File: config.mk
export PLATFORM = sky130hd
export DESIGN_NAME = inst_queue
export DESIGN_NICKNAME = d
export VERILOG_FILES = /design/src/rtl/inst_queue.sv
export SDC_FILE = /design/constraint.sdc
export NUM_CORES = 1
export LEC_CHECK = 0
export ABC_AREA = 1
export BUFFER_PORTS_ARGS = -buffer_cell sky130_fd_sc_hd__buf_4
export CAP_MARGIN = 15
export CORE_ASPECT_RATIO = 1.5
export CORE_MARGIN = 1
export CORE_UTILIZATION = 50
export CTS_CLUSTER_DIAMETER = 150
export DETAILED_ROUTE_END_ITERATION = 16
export GPL_TIMING_DRIVEN = 0
export PLACE_DENSITY = 0.71
export RECOVER_POWER = 50
export SYNTH_ARGS = -nofsm -noshare
export SYNTH_HDL_FRONTEND = slang
export SYNTH_SLANG_ARGS = --single-unit
File: constraint.sdc
create_clock -name clk_i -period 10.6 [get_ports clk_i]
set_clock_uncertainty 0.2 [all_clocks]
set_input_delay 0.53 -clock clk_i [delete_from_list [all_inputs] [get_ports clk_i]]
set_output_delay 0.53 -clock clk_i [all_outputs]
set_load 0.02 [all_outputs]
File: src/rtl/inst_queue.sv
// Fetch-to-decode instruction FIFO: one enqueue and one dequeue per cycle, one-cycle enqueue-to-visible latency.
// Backpressure: enq_ready_o is registered not-full only, independent of deq_ready_i; flush drops all entries.
module inst_queue #(
   parameter int DEPTH    = 4,
   parameter int PTR_W    = $clog2(DEPTH),
   parameter int INSN_LEN = 32,
   parameter int ADDR_LEN = 32
) (
   input  logic                clk_i,
   input  logic                rst_ni,
   input  logic                flush_i,
   input  logic                enq_valid_i,
   output logic                enq_ready_o,
   input  logic [INSN_LEN-1:0] enq_inst_i,
   input  logic [ADDR_LEN-1:0] enq_pc_i,
   output logic                deq_valid_o,
   input  logic                deq_ready_i,
   output logic [INSN_LEN-1:0] deq_inst_o,
   output logic [ADDR_LEN-1:0] deq_pc_o,
   output logic [PTR_W:0]      count_o
);

   localparam logic [PTR_W:0]      CNT_FULL = (PTR_W+1)'(DEPTH);
   localparam logic [INSN_LEN-1:0] NOP      = INSN_LEN'(32'h0000_0013);

   logic [INSN_LEN-1:0] inst_mem [DEPTH];
   logic [ADDR_LEN-1:0] pc_mem   [DEPTH];
   logic [PTR_W-1:0]    head;
   logic [PTR_W-1:0]    tail;
   logic [PTR_W:0]      count;
   logic                enq_fire;
   logic                deq_fire;

   assign enq_ready_o = (count != CNT_FULL);
   assign deq_valid_o = (count != '0);
   assign count_o     = count;

   assign enq_fire = enq_valid_i && enq_ready_o && !flush_i;
   assign deq_fire = deq_valid_o && deq_ready_i && !flush_i;

   // Empty queue presents a NOP so stale or unwritten storage never reaches decode.
   always_comb begin
      deq_inst_o = NOP;
      deq_pc_o   = '0;
      if (deq_valid_o) begin
         deq_inst_o = inst_mem[head];
         deq_pc_o   = pc_mem[head];
      end
   end

   always_ff @(posedge clk_i or negedge rst_ni) begin
      if (!rst_ni) begin
         head  <= '0;
         tail  <= '0;
         count <= '0;
      end else if (flush_i) begin
         head  <= '0;
         tail  <= '0;
         count <= '0;
      end else begin
         if (enq_fire)
            tail <= tail + PTR_W'(1);
         if (deq_fire)
            head <= head + PTR_W'(1);
         if (enq_fire && !deq_fire)
            count <= count + (PTR_W+1)'(1);
         else if (deq_fire && !enq_fire)
            count <= count - (PTR_W+1)'(1);
      end
   end

   // Storage has no reset; validity is tracked solely by count.
   always_ff @(posedge clk_i) begin
      if (enq_fire) begin
         inst_mem[tail] <= enq_inst_i;
         pc_mem[tail]   <= enq_pc_i;
      end
   end

endmodule

==> impl_metrics.yaml, run 1 <==
worst_hold_path:
  min_path_type: "in -> reg"
  min_from: "enq_pc_i[2]"
route:
  drt.antenna.violating_nets: 0
  dr.pass1.iters: 5
  drt_iter0_drc: 495
  vias: 6678
  route.detailed.drc: 0
  drt-vias-per-instance: 5.26
  wl_um: 23000
  wl_per_cell_um: 18.1
timing:
  finalCritPeriodShare_pct: 31.6
  worst_pin_slew_ns: 1.44
  rsz0062_at_grt: "no"
  setup_tns_ns: 0
  max_freq_ghz: 0.299
  hold_viol: 0
  setup_viol: 0
  drv_slew: 0
  timing.slew.headroom_pct: 3.94
  fin_crit_ns: 3.35
finish:
  area_growth_pct: 19.4
  num-fill-cells: 1686
  instances_no_fill: 1269
  final_nets: 1063
  diodes: 0
  drive_above_1_share_pct: 13.1
die:
  start_util_pct: 50.9
  chipWidth_um: 120
  fp-row-count: 64
  die-area_um2: 21300
  io_pins: 138
  core_area_um2: 20300
  fp.dieH_um: 178
synthesis:
  synth.most_common_cell: "nor2_1"
  synth_commonest_cells: "nor2_1 (261), edfxtp_1 (256), o21ai_0 (125)"
  async_flop_share_pct: 2.66
  synth.avg_cell_area_um2: 12.7
  synth_nets: 891
  synth_cell_types: 24
  synth-seq-cells: 263
  ys.flop_type: "edfxtp_1"
  synth_top_area_cell: "edfxtp_1"
  ys_seq_area_share_pct: 75.9
  synth_warnings: 0
  synth_edf_count: 256
  syn_inst: 817
  synth_area_leaders: "edfxtp_1 (74%), nor2_1 (9.5%), o21ai_0 (6.0%)"
  synth_top_area_share_pct: 74.2
  syn_area_um2: 10400
global_routing:
  antenna_found_initial: 1
  grt_usage_pct: 21.7
  grt_max_degree: 30
  grt_pass1_vias: 6363
  grt_pass1_wl_um: 35000
  gr-total-overflow: 0
worst_setup_path:
  required_ns: 10.61
  worstPathCellList: "nor2_1 > nand2_1 > nand2_1 > nor2_1 > inv_1 > nor2_1 > buf_12 > buf_16 > buf_16"
  r2r-start: "count_o[1]$_DFFE_PN0P_"
  crit_slowest_cell: "nor2_1"
  setup.worst_path.start_class: "flip-flop"
  crit_family: "simple AND/OR/NAND/NOR gates"
  critical_path.endpoint_type: "flip-flop"
  cp_max_fo: 20
  cp-startpoint: "count_o[1]$_DFFE_PN0P_"
  path_class: "reg -> reg"
  path_buf_inv: 4
  worstPathArrival_ns: 3.36
  max_stage_delay_ns: 1.09
  cp_common_cell: "nor2_1"
clock_network:
  cts_buffers: 23
  root_buffer: "clkbuf_16"
  cts_tree: "built"
  clock_latency_ns: 0.51
  clk_path_buf_depth: 3
  htree_levels: 1
  clk_pin_slew_ns: 0.06
  numClockSinks: 263
  post-cts-setup-buffer-count: 0
power:
  powerDensity_nw_per_um2: 260
  irDropWorstVdd_mv: 0.161
  finalPower_mw: 3.22
  power.leakage_nw: 4.34
place:
  hpwlAfterDp_um: 14900
  portBuffers: 137
  dp.cells: 1227
  place_congestion: 0.751
run:
  maxCapViolations: 0
status:
  status: "finished clean"
==> sequential cells by signal, indices dropped and copies added, names as in the netlist <==
signal and cells:
count_o 3, head 2, inst_mem 128, pc_mem 128, tail 2
==> area by class of cell <==
type                    instances  area, um2  share of cell area [%]
well taps                     264        330                    2.67
clock buffers                  33        633                    5.12
clock inverters                 8       88.8                   0.718
repair buffers                147        971                    7.85
plain buffers                  48        255                    2.06
multi-input cells             488       2170                    17.5
inverters                      18       67.6                   0.546
flip-flops and latches        263       7860                    63.5
==> report_power, final <==
group / switching (mW) / leakage, nW / internal (mW)
sequential: 0.0212 / 2.42 / 1.21
clock: 0.347 / 0.350 / 0.464
combinational: 0.782 / 1.58 / 0.398
total: 1.15 / 4.34 / 2.07
==> worst paths after layout <==
path | to | slack, ns | depth (start not counted)
worst max-delay path | pc_mem[1][22]$_DFFE_PP_ | 7.25 | 9
worst min-delay path | pc_mem[2][2]$_DFFE_PP_ | 0.08 | 1
worst max register to register | pc_mem[1][22]$_DFFE_PP_ | 7.25 | 9
worst min register to register | count_o[0]$_DFFE_PN0P_ | 0.38 | 2
max in group asynchronous | head[0]$_DFFE_PN0P_ | 9.65 | 2
min in group asynchronous | count_o[2]$_DFFE_PN0P_ | 0.27 | 2
==> worst register-to-register path, cell delays in order (launching register included) <==
cell     delay (ns)
dfrtp_1        0.40
nor2_1         0.09
nand2_1        0.08
nand2_1        0.11
nor2_1         0.23
inv_1          0.17
nor2_1         1.09
buf_12         0.29
buf_16         0.20
buf_16         0.18
==> placed cells by master, fill, tap and decap left out, types with 3 or more instances in the layout <==
master       n
edfxtp_1   256
buf_1        6
o21ai_1      3
o21ai_0    125
o311ai_0     3
nor2_1     261
clkbuf_16   23
buf_12       7
nand3_1      4
buf_2        6
a21oi_1     65
dfrtp_1      7
inv_2        3
nand2_1     18
clkinv_1     4
buf_4       81
ha_1         4
inv_1       15
clkbuf_1    98
==> timing repair <==
action                    4_1_cts  5_1_grt
gates resized for setup         0        0
hold buffers                    1        0
hold endpoints to repair        7        0
==> per-stage QoR <==
step                      setup WS (ns)  utilization, %  instance area [um2]  hold slack, ns
final                              7.25            60.8                12400          0.0831
after CTS                          7.50            62.3                12700         0.00824
after floorplan                    6.05               -                10400          0.0344
after global placement             4.07            57.6                11700           0.149
after detailed placement           7.80            58.7                11900           0.150
after global routing               6.96            60.8                12400          0.0644
==> routing by layer <==
layer / wire length, um / track usage [%] / part of all wire (%)
met1: 9160 / 26.8 / 40
met2: 12000 / 38.4 / 52
met3: 1270 / 4.00 / 5.5
met4: 577 / 7.14 / 2.5
met5: 13 / 0 / 0.056
==> cells by family (layout without fill, tap and decap cells) <==
kind of cell	after synthesis	after routing	synth area share, %
xor+xnor	1	1	0.0845
fa+ha+maj	5	5	0.676
compound gates	197	197	9.66
buf+inv	66	254	3.12
flops	263	263	75.9
simple gates	285	285	10.6
No activity file was read; power rests on OpenSTA's default activity.
==> run 2: changes to the inputs <==
--- a/config.mk
+++ b/config.mk
@@ -14,7 +14,7 @@
 export CTS_CLUSTER_DIAMETER = 150
 export DETAILED_ROUTE_END_ITERATION = 16
 export GPL_TIMING_DRIVEN = 0
-export PLACE_DENSITY = 0.71
+export PLACE_DENSITY = 0.73
 export RECOVER_POWER = 50
 export SYNTH_ARGS = -nofsm -noshare
 export SYNTH_HDL_FRONTEND = slang
==> constraint.sdc (replaced) <==
create_clock -name clk_i -period 2.8 [get_ports clk_i]
set_clock_uncertainty 0.2 [all_clocks]
set_input_delay 0.14 -clock clk_i [delete_from_list [all_inputs] [get_ports clk_i]]
set_output_delay 0.14 -clock clk_i [all_outputs]
set_load 0.02 [all_outputs]
==> run 2 against run 1 <==
Against the previous run: critical path depth down 3; register-to-register slack worse by 7.1 ns; non-clock buffer count up 73; cell count up 5.8%; routed wire length up 2.8%; flip-flop and latch count unchanged; global-route usage up 0.92 points; largest power group unchanged.
==> impl_metrics.yaml, run 2 (synthesis gave the netlist of run 1 again) <==
finish:
  drive_above_1_share_pct: 14.4
  fin_area_um2: 13200
  final_cell_mix: "nor2_1 (259), edfxtp_1 (256), o21ai_0 (125)"
  final_common_cell: "nor2_1"
  diodes: 0
  area_growth_pct: 27.1
  instances_no_fill: 1343
  num-fill-cells: 1575
  final_nets: 1137
place:
  dp.cells: 1226
  hpwlAfterDp_um: 14700
  portBuffers: 137
  placed_area_um2: 11900
  place_congestion: 0.744
die:
  die-area_um2: 21300
  io_pins: 138
  fp-row-count: 64
  fp.dieH_um: 178
  core_area_um2: 20300
  chipWidth_um: 120
  start_util_pct: 50.9
status:
  status: "finished clean"
clock_network:
  clk_pin_slew_ns: 0.06
  root_buffer: "clkbuf_16"
  clock_latency_ns: 0.51
  htree_levels: 1
  numClockSinks: 263
  cts_tree: "built"
  clk_path_buf_depth: 3
  cts_buffers: 24
route:
  dr.pass1.iters: 7
  wl_um: 23700
  wl_per_cell_um: 17.6
  vias: 6934
  drt_iter0_drc: 558
  route.detailed.drc: 0
  drt-vias-per-instance: 5.16
  drt.antenna.violating_nets: 0
global_routing:
  gr-total-overflow: 0
  grt_usage_pct: 22.6
  antenna_found_initial: 0
  grt_pass1_wl_um: 36800
  grt_pass1_vias: 6885
  grt_max_degree: 30
timing:
  finalCritPeriodShare_pct: 93.7
  hold_viol: 0
  timing.slew.headroom_pct: 54.0
  setup_viol: 0
  fin_crit_ns: 2.62
  worst_pin_slew_ns: 0.690
  drv_slew: 0
  rsz0062_at_grt: "no"
  max_freq_ghz: 0.381
power:
  p_clk_share_pct: 25.4
  pwr-share-comb_pct: 36.9
  p_sw_mw: 4.43
  power.leakage_nw: 4.68
  powerDensity_nw_per_um2: 944
  irDropWorstVdd_mv: 0.637
  p_sw_share_pct: 35.6
  sequentialPowerShare_pct: 37.7
  power.internal_mw: 8.00
worst_setup_path:
  crit_slowest_cell: "dfrtp_1"
  max_stage_delay_ns: 0.44
  critical_path.endpoint_type: "output pin"
  setup.worst_path.start_class: "flip-flop"
  cp_common_cell: "buf_4"
  crit_family: "buffers and inverters"
  path_buf_inv: 4
  path_class: "reg -> out"
  worstPathCellList: "inv_2 > buf_4 > clkbuf_1 > o21ai_0 > a21oi_1 > buf_4"
  cp_max_fo: 10
  required_ns: 2.46
  worstPathArrival_ns: 2.28
worst_hold_path:
  min_path_type: "in -> reg"
run:
  maxCapViolations: 0
==> run 2: changes by cell type in the layout (fill, tap and decap cells not counted), sizes merged <==
cell          delta
clkbuf          -10
clkinv           +5
clkinvlp         +5
inv              -1
buf              +4
dlymetal6s4s     +1
dlygate4sd3     +70
==> run 2: cell type report <==
| type | instances | area [um2] | area share, % |
|---|---|---|---|
| Buffer | 48 | 256 | 1.95 |
| Clock buffer | 25 | 626 | 4.75 |
| Clock inverter | 17 | 146 | 1.11 |
| Inverter | 18 | 67.6 | 0.513 |
| Multi-Input combinational cell | 488 | 2190 | 16.6 |
| Sequential cell | 263 | 7870 | 59.7 |
| Tap cell | 264 | 330 | 2.51 |
| Timing Repair Buffer | 220 | 1690 | 12.8 |
==> run 2: path summary, 6_finish.rpt <==
| kind | start | end | slack, ns | cells past startpoint |
|---|---|---|---|---|
| setup reg to reg | count_o[2]$_DFFE_PN0P_ | count_o[2]$_DFFE_PN0P_ | 0.19 | 12 |
| setup / recovery | head[0]$_DFFE_PN0P_ | deq_inst_o[30] | 0.18 | 6 |
| hold reg to reg | count_o[2]$_DFFE_PN0P_ | count_o[2]$_DFFE_PN0P_ | 0.42 | 2 |
| hold / removal | enq_inst_i[12] | inst_mem[2][12]$_DFFE_PP_ | 0.23 | 2 |
| max in group asynchronous | rst_ni | count_o[1]$_DFFE_PN0P_ | 1.73 | 3 |
| min in group asynchronous | rst_ni | head[1]$_DFFE_PN0P_ | 0.41 | 3 |
==> run 2: stage by stage <==
stage | worst slack, ns | hold slack (ns) | power [mW] | setup TNS, ns | utilization [%]
floorplan | 0.0199 | -0.356 | 7.37 | 0 | -
detailed placement | 0.0799 | -0.242 | 9.34 | 0 | 58.6
global route | 0.0232 | 0.233 | 13.1 | 0 | 64.7
finish | 0.177 | 0.232 | 12.4 | 0 | 64.7
global placement | -0.665 | -0.241 | 9.27 | -162.69 | 57.8
CTS | 0.0290 | 0.152 | 12.6 | 0 | 66.0
==> run 2: power by group through the flow <==
stage / logic, mW / registers, mW / clock network (mW)
after global routing: 5.01 / 4.70 / 3.38
after global placement: 4.50 / 4.77 / 0
after floorplan: 2.60 / 4.77 / 0
final: 4.59 / 4.68 / 3.16
after CTS: 4.70 / 4.68 / 3.21
after detailed placement: 4.58 / 4.77 / 0
==> run 2: what timing repair did <==
action | 4_1_cts | 5_1_grt
gates resized for setup | 0 | 6
hold endpoints to repair | 270 | 0
setup endpoints to repair | 0 | 60
hold buffers | 73 | 0
setup buffers | 0 | 3
==> run 2: per-layer routing <==
layer	routed length [um]	vias up	GRT usage (%)
li1	-	3373	-
met1	9530	3334	28.1
met2	12500	200	41.3
met3	1270	27	2.97
met4	366	0	6.30
met5	0	-	0
